==> src/rtl/compli_discrepancy_monitor.sv <==
// ---------------------------------------------------------------------------
// compli_discrepancy_monitor
//
// Monitors a complementary safety pair {p,n} from an external dual-channel
// input. Both bits are synchronised, transient p==n discrepancies are
// filtered by a bounded discrepancy timer, and a persistent discrepancy
// latches a fault. en_o is asserted only while the monitor is in RUN, which
// requires a valid run pair and a prior arming by a valid stop pair.
//
// Optional feature macro: COMPLI_MON_DIAG_CNT_EN
//   When defined, adds diag_cnt_o, an 8-bit saturating count of STOP/RUN ->
//   DISC entries, cleared only by rst.
//
// Ports:
//   clk         rising-edge clock
//   rst         synchronous active-high reset
//   pn_i        {p,n} pair, asynchronous to clk
//   fault_clr   fault acknowledge pulse
//   en_o        registered enable (state RUN)
//   fault_o     latched discrepancy fault
//   state_o     FSM state: STOP=00 RUN=01 DISC=10 FAULT=11
//   disc_cnt_o  discrepancy counter
//   diag_cnt_o  discrepancy event counter (COMPLI_MON_DIAG_CNT_EN only)
// ---------------------------------------------------------------------------
module compli_discrepancy_monitor #(
  parameter int unsigned DISC_TIME   = 8,
  parameter int unsigned SYNC_STAGES = 2,
  localparam int unsigned CNT_W      = $clog2(DISC_TIME + 1)
) (
  input  logic             clk,
  input  logic             rst,
  input  logic [1:0]       pn_i,
  input  logic             fault_clr,
  output logic             en_o,
  output logic             fault_o,
  output logic [1:0]       state_o,
  output logic [CNT_W-1:0] disc_cnt_o
`ifdef COMPLI_MON_DIAG_CNT_EN
  ,
  output logic [7:0]       diag_cnt_o
`endif
);

  if (DISC_TIME < 2) begin : g_chk_disc_time
    $error("DISC_TIME must be >= 2");
  end
  if (SYNC_STAGES < 2) begin : g_chk_sync_stages
    $error("SYNC_STAGES must be >= 2");
  end

  localparam logic [1:0] ST_STOP  = 2'b00;
  localparam logic [1:0] ST_RUN   = 2'b01;
  localparam logic [1:0] ST_DISC  = 2'b10;
  localparam logic [1:0] ST_FAULT = 2'b11;

  localparam logic [CNT_W-1:0] CNT_LAST = CNT_W'(DISC_TIME - 1);

  logic [SYNC_STAGES-1:0] sync_p;
  logic [SYNC_STAGES-1:0] sync_n;
  logic [SYNC_STAGES-1:0] sync_fill;
  logic                   sync_full;
  logic [1:0]             pair;
  logic                   pair_run;
  logic                   pair_stop;
  logic                   pair_bad;

  logic [1:0]       state;
  logic [1:0]       state_nxt;
  logic [CNT_W-1:0] cnt;
  logic [CNT_W-1:0] cnt_nxt;
  logic             armed;
  logic             armed_nxt;
  logic             disc_entry;

  // Synchroniser chains reset to the stop pair 01. sync_fill marks when the
  // chain holds only real pin samples; the reset-value 01 must not arm the
  // monitor, otherwise a run pair present straight out of reset would enable.
  always_ff @(posedge clk) begin
    if (rst) begin
      sync_p    <= '0;
      sync_n    <= '1;
      sync_fill <= '0;
    end else begin
      sync_p    <= {sync_p[SYNC_STAGES-2:0], pn_i[1]};
      sync_n    <= {sync_n[SYNC_STAGES-2:0], pn_i[0]};
      sync_fill <= {sync_fill[SYNC_STAGES-2:0], 1'b1};
    end
  end

  assign sync_full = sync_fill[SYNC_STAGES-1];
  assign pair      = {sync_p[SYNC_STAGES-1], sync_n[SYNC_STAGES-1]};
  assign pair_run  = (pair == 2'b10);
  assign pair_stop = (pair == 2'b01);
  assign pair_bad  = (pair[1] == pair[0]);

  always_comb begin
    state_nxt  = state;
    cnt_nxt    = cnt;
    armed_nxt  = armed;
    disc_entry = 1'b0;
    case (state)
      ST_STOP: begin
        if (pair_bad) begin
          state_nxt  = ST_DISC;
          cnt_nxt    = CNT_W'(1);
          armed_nxt  = 1'b0;
          disc_entry = 1'b1;
        end else if (pair_run && armed) begin
          state_nxt = ST_RUN;
        end else if (pair_stop && sync_full) begin
          armed_nxt = 1'b1;
        end
      end
      ST_RUN: begin
        if (pair_bad) begin
          state_nxt  = ST_DISC;
          cnt_nxt    = CNT_W'(1);
          armed_nxt  = 1'b0;
          disc_entry = 1'b1;
        end else if (pair_stop) begin
          state_nxt = ST_STOP;
        end
      end
      ST_DISC: begin
        if (pair_bad) begin
          if (cnt == CNT_LAST) begin
            state_nxt = ST_FAULT;
            cnt_nxt   = '0;
          end else begin
            cnt_nxt = cnt + 1'b1;
          end
        end else begin
          // Any valid pair leaves through STOP; a run pair cannot re-enter
          // RUN until a stop pair re-arms.
          state_nxt = ST_STOP;
          cnt_nxt   = '0;
        end
      end
      default: begin
        cnt_nxt = '0;
        if (fault_clr && pair_stop) begin
          state_nxt = ST_STOP;
          armed_nxt = 1'b1;
        end
      end
    endcase
  end

  always_ff @(posedge clk) begin
    if (rst) begin
      state   <= ST_STOP;
      cnt     <= '0;
      armed   <= 1'b0;
      en_o    <= 1'b0;
      fault_o <= 1'b0;
    end else begin
      state   <= state_nxt;
      cnt     <= cnt_nxt;
      armed   <= armed_nxt;
      en_o    <= (state_nxt == ST_RUN);
      fault_o <= (state_nxt == ST_FAULT);
    end
  end

  assign state_o    = state;
  assign disc_cnt_o = cnt;

`ifdef COMPLI_MON_DIAG_CNT_EN
  always_ff @(posedge clk) begin
    if (rst) begin
      diag_cnt_o <= '0;
    end else if (disc_entry && (diag_cnt_o != 8'hFF)) begin
      diag_cnt_o <= diag_cnt_o + 8'd1;
    end
  end
`endif

endmodule

==> config.mk <==
export PLATFORM = sky130hd
export DESIGN_NAME = compli_discrepancy_monitor
export DESIGN_NICKNAME = d
export VERILOG_FILES = /design/src/rtl/compli_discrepancy_monitor.sv
export SDC_FILE = /design/constraint.sdc
export NUM_CORES = 1
export LEC_CHECK = 0
export CAP_MARGIN = 5
export CORE_MARGIN = 5
export CORE_UTILIZATION = 47
export DETAILED_ROUTE_END_ITERATION = 6
export GPL_TIMING_DRIVEN = 1
export PLACE_DENSITY = 0.74
export SETUP_SLACK_MARGIN = 0.3
export SYNTH_ARGS = -nofsm -noshare
export SYNTH_HDL_FRONTEND = slang
export SYNTH_SLANG_ARGS = --single-unit
==> constraint.sdc <==
create_clock -name clk -period 1.4 [get_ports clk]
set_input_delay 0.28 -clock clk [delete_from_list [all_inputs] [get_ports clk]]
set_output_delay 0.28 -clock clk [all_outputs]
set_load 0.05 [all_outputs]
==> results of run 1 <==
==> sequential cells by signal, indices dropped and copies added (netlist names) <==
| register | count |
|---|---|
| sync_n | 2 |
| en_o | 1 |
| disc_cnt_o | 4 |
| armed | 1 |
| sync_p | 2 |
| state_o | 2 |
| sync_fill | 2 |
| fault_o | 1 |
==> what timing repair did <==
action,CTS,global route
setup endpoints to repair,13,17
pin swaps,5,0
resized for setup,3,7
buffers inserted,6,3
==> synthesized netlist by cell type (all sizes together) <==
master and count:
a311oi 1, a311o 1, and4b 2, o31a 1, ha 3, nand2b 1
buf 1, a22oi 1, nor2b 4, o21ai 2, or3 1, nand3 2
and3b 2, nor2 6, o32ai 1, nand2 1, a211oi 2, dfxtp 15
inv 6, clkbuf 1, o21bai 1, a21oi 4, a31oi 1, or2 3
a41o 1
==> where the power goes <==
group	internal, mW	total [mW]	switching, mW
logic	0.0754	0.138	0.0630
clock network	0.106	0.246	0.140
registers	0.437	0.454	0.0162
total	0.619	0.838	0.219
==> final cells by class <==
type                    instances  area, um2
multi-input cells              41        333
flip-flops and latches         15        325
repair buffers                 23        285
fillers                        92        273
clock buffers                   3       22.5
inverters                       6       22.5
well taps                      15       18.8
clock inverters                 1       5.00
==> worst register-to-register path, delay by kind of cell, from the launching register on <==
| family | cells | cell delay, ns |
|---|---|---|
| flops | 1 | 0.35 |
| simple gates | 2 | 0.31 |
| fa+ha+maj | 1 | 0.28 |
| compound gates | 1 | 0.24 |
| buf+inv | 1 | 0.05 |
==> metrics by stage <==
step                      setup WS, ns  utilization [%]  instance area, um2  power, mW  std cells
after detailed placement       0.00720             69.3                 891      0.583         91
final                           0.0710             78.8                1010      0.838        104
after global routing            0.0278             78.8                1010      0.871        104
after CTS                       0.0798             75.9                 975      0.833        101
after global placement          0.0568             69.3                 891      0.579         91
after floorplan                  0.169                -                 672      0.531         64
==> layer usage <==
| layer | share of wire (%) | global-route usage, % |
|---|---|---|
| met1 | 47 | 20.2 |
| met2 | 46 | 20.9 |
| met3 | 6.3 | 3.52 |
| met4 | 0.81 | 7.39 |
| met5 | 0 | 0 |
==> logic make-up (layout without fill, tap and decap cells) <==
| logic type | count (synthesis) | after routing | synth area share (%) |
|---|---|---|---|
| AO/OA/AOI/OAI | 16 | 16 | 19.0 |
| adder cells (fa/ha/maj) | 3 | 3 | 5.99 |
| buffers and inverters | 8 | 33 | 5.99 |
| flip-flops | 15 | 15 | 47.9 |
| AND/OR/NAND/NOR | 22 | 22 | 21.2 |
==> worst max-delay path by stage <==
stage          startpoint  slack (ns)             to  depth (start not counted)
5_1_grt         sync_p[1]        0.03  disc_cnt_o[2]                          5
4_1_cts         sync_p[1]        0.08  disc_cnt_o[2]                          5
3_3_place_gp          rst        0.06     state_o[0]                          4
3_5_place_dp          rst       0.007     state_o[0]                          4
2_1_floorplan   sync_p[1]        0.17          armed                          5
6_report        sync_p[1]        0.07  disc_cnt_o[2]                          5
==> impl_metrics.py, run 1 <==
metrics = {
    "place": {
        "io_buffers": 12,
        "place_hpwl_um": 935,
        "gp_congestion": 0.743,
    },
    "timing": {
        "skew_ns": 0.00636,
        "relSlewSlack_pct": 85.4,
        "slew_viol_final": 0,
        "period_minus_slack_ns": 1.33,
        "fin_crit_sh_pct": 94.9,
        "hold_ws_ns": 0.252,
        "hold_violations": 0,
        "setup-tns-final_ns": 0,
        "rsz0062_at_grt": "yes",
        "final-setup-viol-count": 0,
        "fmax_mhz": 752,
        "tightest_slew_ns": 0.219,
    },
    "drt": {
        "firstDrtPassIters": 4,
        "vias_per_cell": 5.40,
        "vias": 562,
        "wl_per_cell_um": 13.0,
        "routed_wl_um": 1350,
        "route.detailed.drc": 0,
        "drt_iter0_markers": 10,
        "ant_nets": 0,
    },
    "floorplan": {
        "die_area_um2": 2160,
        "start_util_pct": 48.8,
        "pin_count": 13,
        "rows": 13,
        "die_x_um": 46.5,
        "core_area_um2": 1280,
        "die_h_um": 46.5,
    },
    "clocking": {
        "cts_tree": "yes",
        "worstSkewPairLatency_ns": 0.28,
        "cts_made_buffers": 3,
        "clkTransAtPathRegs_ns": 0.09,
        "ctsHoldBuffers": 0,
        "cts_num_sinks": 15,
        "htreeDepth": 1,
        "root_buffer": "clkbuf_4",
        "clk_path_buf_depth": 2,
    },
    "global_route": {
        "grt_max_degree": 10,
        "grtUsageTotal_pct": 14.6,
        "grt_pass1_vias": 532,
        "grt_pass1_wl_um": 2220,
        "grt_antenna_before_repair": 0,
        "grt_overflow": 0,
    },
    "logic_synthesis": {
        "syn_inst": 64,
        "syn_avg_cell_area_um2": 9.79,
        "synth_top_cell_area_share_pct": 47.9,
        "synthTopCellsByArea": "dfxtp_1 48%, ha_1 6.0%, nor2b_1 4.0%, inv_1 3.6%, nor2_1 3.6%",
        "synth_seq_cells": 15,
        "ys_seq_area_share_pct": 47.9,
        "synth_nets": 72,
        "syn_area_um2": 627,
        "ys_types": 26,
        "yosysTopAreaCell": "dfxtp_1",
        "yosys_warnings": 0,
    },
    "power": {
        "leakage_nw": 0.425,
        "ir_drop_uv": 626,
        "power.density_nw_per_um2": 828,
    },
    "critical_path": {
        "regToRegSetupSlack_ns": 0.07,
        "cp_data_required_time_ns": 1.59,
        "critPathMaxStageDelay_ns": 0.35,
        "worst-path-buf-inv": 1,
        "critical_path_class": "register to register",
        "cp_max_fo": 5,
        "cp_data_arrival_time_ns": 1.52,
        "r2r-end": "disc_cnt_o[2]",
        "cp-end-kind": "register",
        "slowest_stage": "dfxtp_2",
        "rr_worst_depth": 5,
        "path_cells": "inv_2, ha_4, and3b_2, nand2b_1, a311oi_2",
        "startpoint_type": "register",
        "path_delay_family": "flip-flops",
        "r2r_start": "sync_p[1]",
    },
    "cells_and_area": {
        "final_common_cell": "buf_4",
        "finalNetCount": 98,
        "n_antenna_cell": 0,
        "area_growth_pct": 61.5,
        "mostFrequentLayoutCells": "11 x buf_4, 8 x buf_12",
        "layout-drive-gt1-share_pct": 51.7,
    },
    "min_path": {
        "hp-start": "rst",
        "holdPathStages": 2,
        "holdCritPathClass": "input port to register",
        "hold_end": "sync_fill[0]",
    },
    "status": {
        "run_status": "completed",
    },
    "job": {
        "maxCapViolCount": 0,
    },
}
(Power assumes the default switching activity.)
==> run 2: changes to the inputs <==
--- a/config.mk
+++ b/config.mk
@@ -8,8 +8,9 @@
 export CAP_MARGIN = 5
 export CORE_MARGIN = 5
 export CORE_UTILIZATION = 47
+export CTS_CLUSTER_SIZE = 14
 export DETAILED_ROUTE_END_ITERATION = 6
-export GPL_TIMING_DRIVEN = 1
+export GPL_TIMING_DRIVEN = 0
 export PLACE_DENSITY = 0.74
 export SETUP_SLACK_MARGIN = 0.3
 export SYNTH_ARGS = -nofsm -noshare
==> impl_metrics.py, run 2 (same netlist as run 1, synthesis figures left out) <==
metrics = {
    "power": {
        "ir_drop_uv": 728,
        "leakage_nw": 0.374,
        "power.density_nw_per_um2": 898,
    },
    "place": {
        "gp_congestion": 0.818,
        "io_buffers": 12,
        "post-place-ws_ns": -0.178,
        "place_hpwl_um": 899,
        "placed_cell_area_um2": 811,
    },
    "drt": {
        "drt_iter0_markers": 6,
        "wl_per_cell_um": 13.6,
        "ant_nets": 0,
        "firstDrtPassIters": 2,
        "routed_wl_um": 1350,
        "route.detailed.drc": 0,
        "vias": 539,
        "vias_per_cell": 5.44,
    },
    "critical_path": {
        "slowest_stage": "dfxtp_2",
        "worst-path-buf-inv": 1,
        "path_delay_family": "simple AND/OR/NAND/NOR gates",
        "critPathMaxStageDelay_ns": 0.33,
        "cp-end-kind": "register",
        "critical_path_class": "register to register",
        "startpoint_type": "register",
        "cp_max_fo": 2,
        "cp_data_required_time_ns": 1.57,
        "cp_data_arrival_time_ns": 1.50,
        "path_cells": "buf_4, ha_4, or2_0, and4b_1, o31a_1",
    },
    "cells_and_area": {
        "area_growth_pct": 44.5,
        "final_common_cell": "dfxtp_1",
        "fillers": 110,
        "finalNetCount": 93,
        "final-seq-area_um2": 320,
        "fin_area_um2": 906,
        "layout-drive-gt1-share_pct": 41.7,
        "multi_input_area_um2": 329,
        "largest_reg_flops": 4,
        "mostFrequentLayoutCells": "7 x dfxtp_1, 5 x inv_1, 5 x nor2_1, 5 x buf_4",
        "n_antenna_cell": 0,
    },
    "min_path": {
        "holdCritPathClass": "register to register",
    },
    "timing": {
        "fin_crit_sh_pct": 94.5,
        "setup_ws_ns": 0.0775,
        "final-setup-viol-count": 0,
        "hold_ws_ns": 0.414,
        "period_minus_slack_ns": 1.32,
        "slew_viol_final": 0,
        "skew_ns": 0.00476,
        "relSlewSlack_pct": 83.6,
        "rsz0062_at_grt": "yes",
        "fmax_mhz": 756,
        "hold_violations": 0,
        "tightest_slew_ns": 0.248,
    },
    "clocking": {
        "clkTransAtPathRegs_ns": 0.09,
        "cts_made_buffers": 3,
        "worstSkewPairLatency_ns": 0.28,
        "cts_tree": "yes",
        "root_buffer": "clkbuf_4",
        "cts_num_sinks": 15,
        "clk_path_buf_depth": 2,
        "htreeDepth": 1,
        "ctsHoldBuffers": 0,
    },
    "global_route": {
        "grt_max_degree": 11,
        "grt_overflow": 0,
        "grt_pass1_vias": 525,
        "grt_antenna_before_repair": 0,
        "grtUsageTotal_pct": 15.1,
        "grt_pass1_wl_um": 2270,
    },
    "floorplan": {
        "pin_count": 13,
        "die_area_um2": 2160,
        "rows": 13,
        "start_util_pct": 48.8,
        "core_area_um2": 1280,
        "die_h_um": 46.5,
        "die_x_um": 46.5,
    },
    "job": {
        "maxCapViolCount": 0,
    },
    "status": {
        "run_status": "completed",
    },
}
-- run 2: final timing paths --
check,cells after the start,from,slack [ns],endpoint
max,5,sync_p[1],0.08,armed
min,1,sync_n[0],0.41,sync_n[1]
max reg2reg,5,sync_p[1],0.08,armed
min reg2reg,1,sync_n[0],0.41,sync_n[1]
-- run 2: through the flow --
| step | utilization (%) | setup TNS [ns] | power, mW | std cells |
|---|---|---|---|---|
| finish | 70.5 | 0 | 0.813 | 99 |
| global route | 70.5 | 0 | 0.860 | 99 |
| CTS | 68.9 | 0 | 0.811 | 98 |
| detailed placement | 63.1 | -1.29 | 0.568 | 91 |
| global placement | 63.1 | -0.894 | 0.564 | 91 |
| floorplan | - | 0 | 0.531 | 64 |
-- run 2: layout make-up --
type,instances,area share (%)
buffer,2,2.76
tap,15,2.07
inverter,6,2.49
multi-input combinational,41,36.3
timing repair buffer,16,18.1
sequential,15,35.4
clock buffer,4,2.90
-- run 2: report_power, final --
part,internal (mW),leakage [nW],total (mW),switching [mW]
registers,0.438,0.127,0.453,0.0147
logic,0.0596,0.232,0.120,0.0602
clock network,0.110,0.0150,0.240,0.130
total,0.609,0.374,0.813,0.205
-- run 2: repair_timing --
action / 4_1_cts / 5_1_grt
resized for setup: 60 / 4
pin swaps: 6 / 1
endpoints found under the hold margin: 0 / 0
setup buffers: 3 / 1
setup endpoints to repair: 20 / 14
-- run 2: per-layer routing --
metal  vias up  track usage (%)  part of all wire [%]
met3         2             6.25                   7.1
li1        264                -                     -
met4         0             4.55                   1.4
met5         -                0                     0
met1       256             15.8                    39
met2        17             26.9                    52
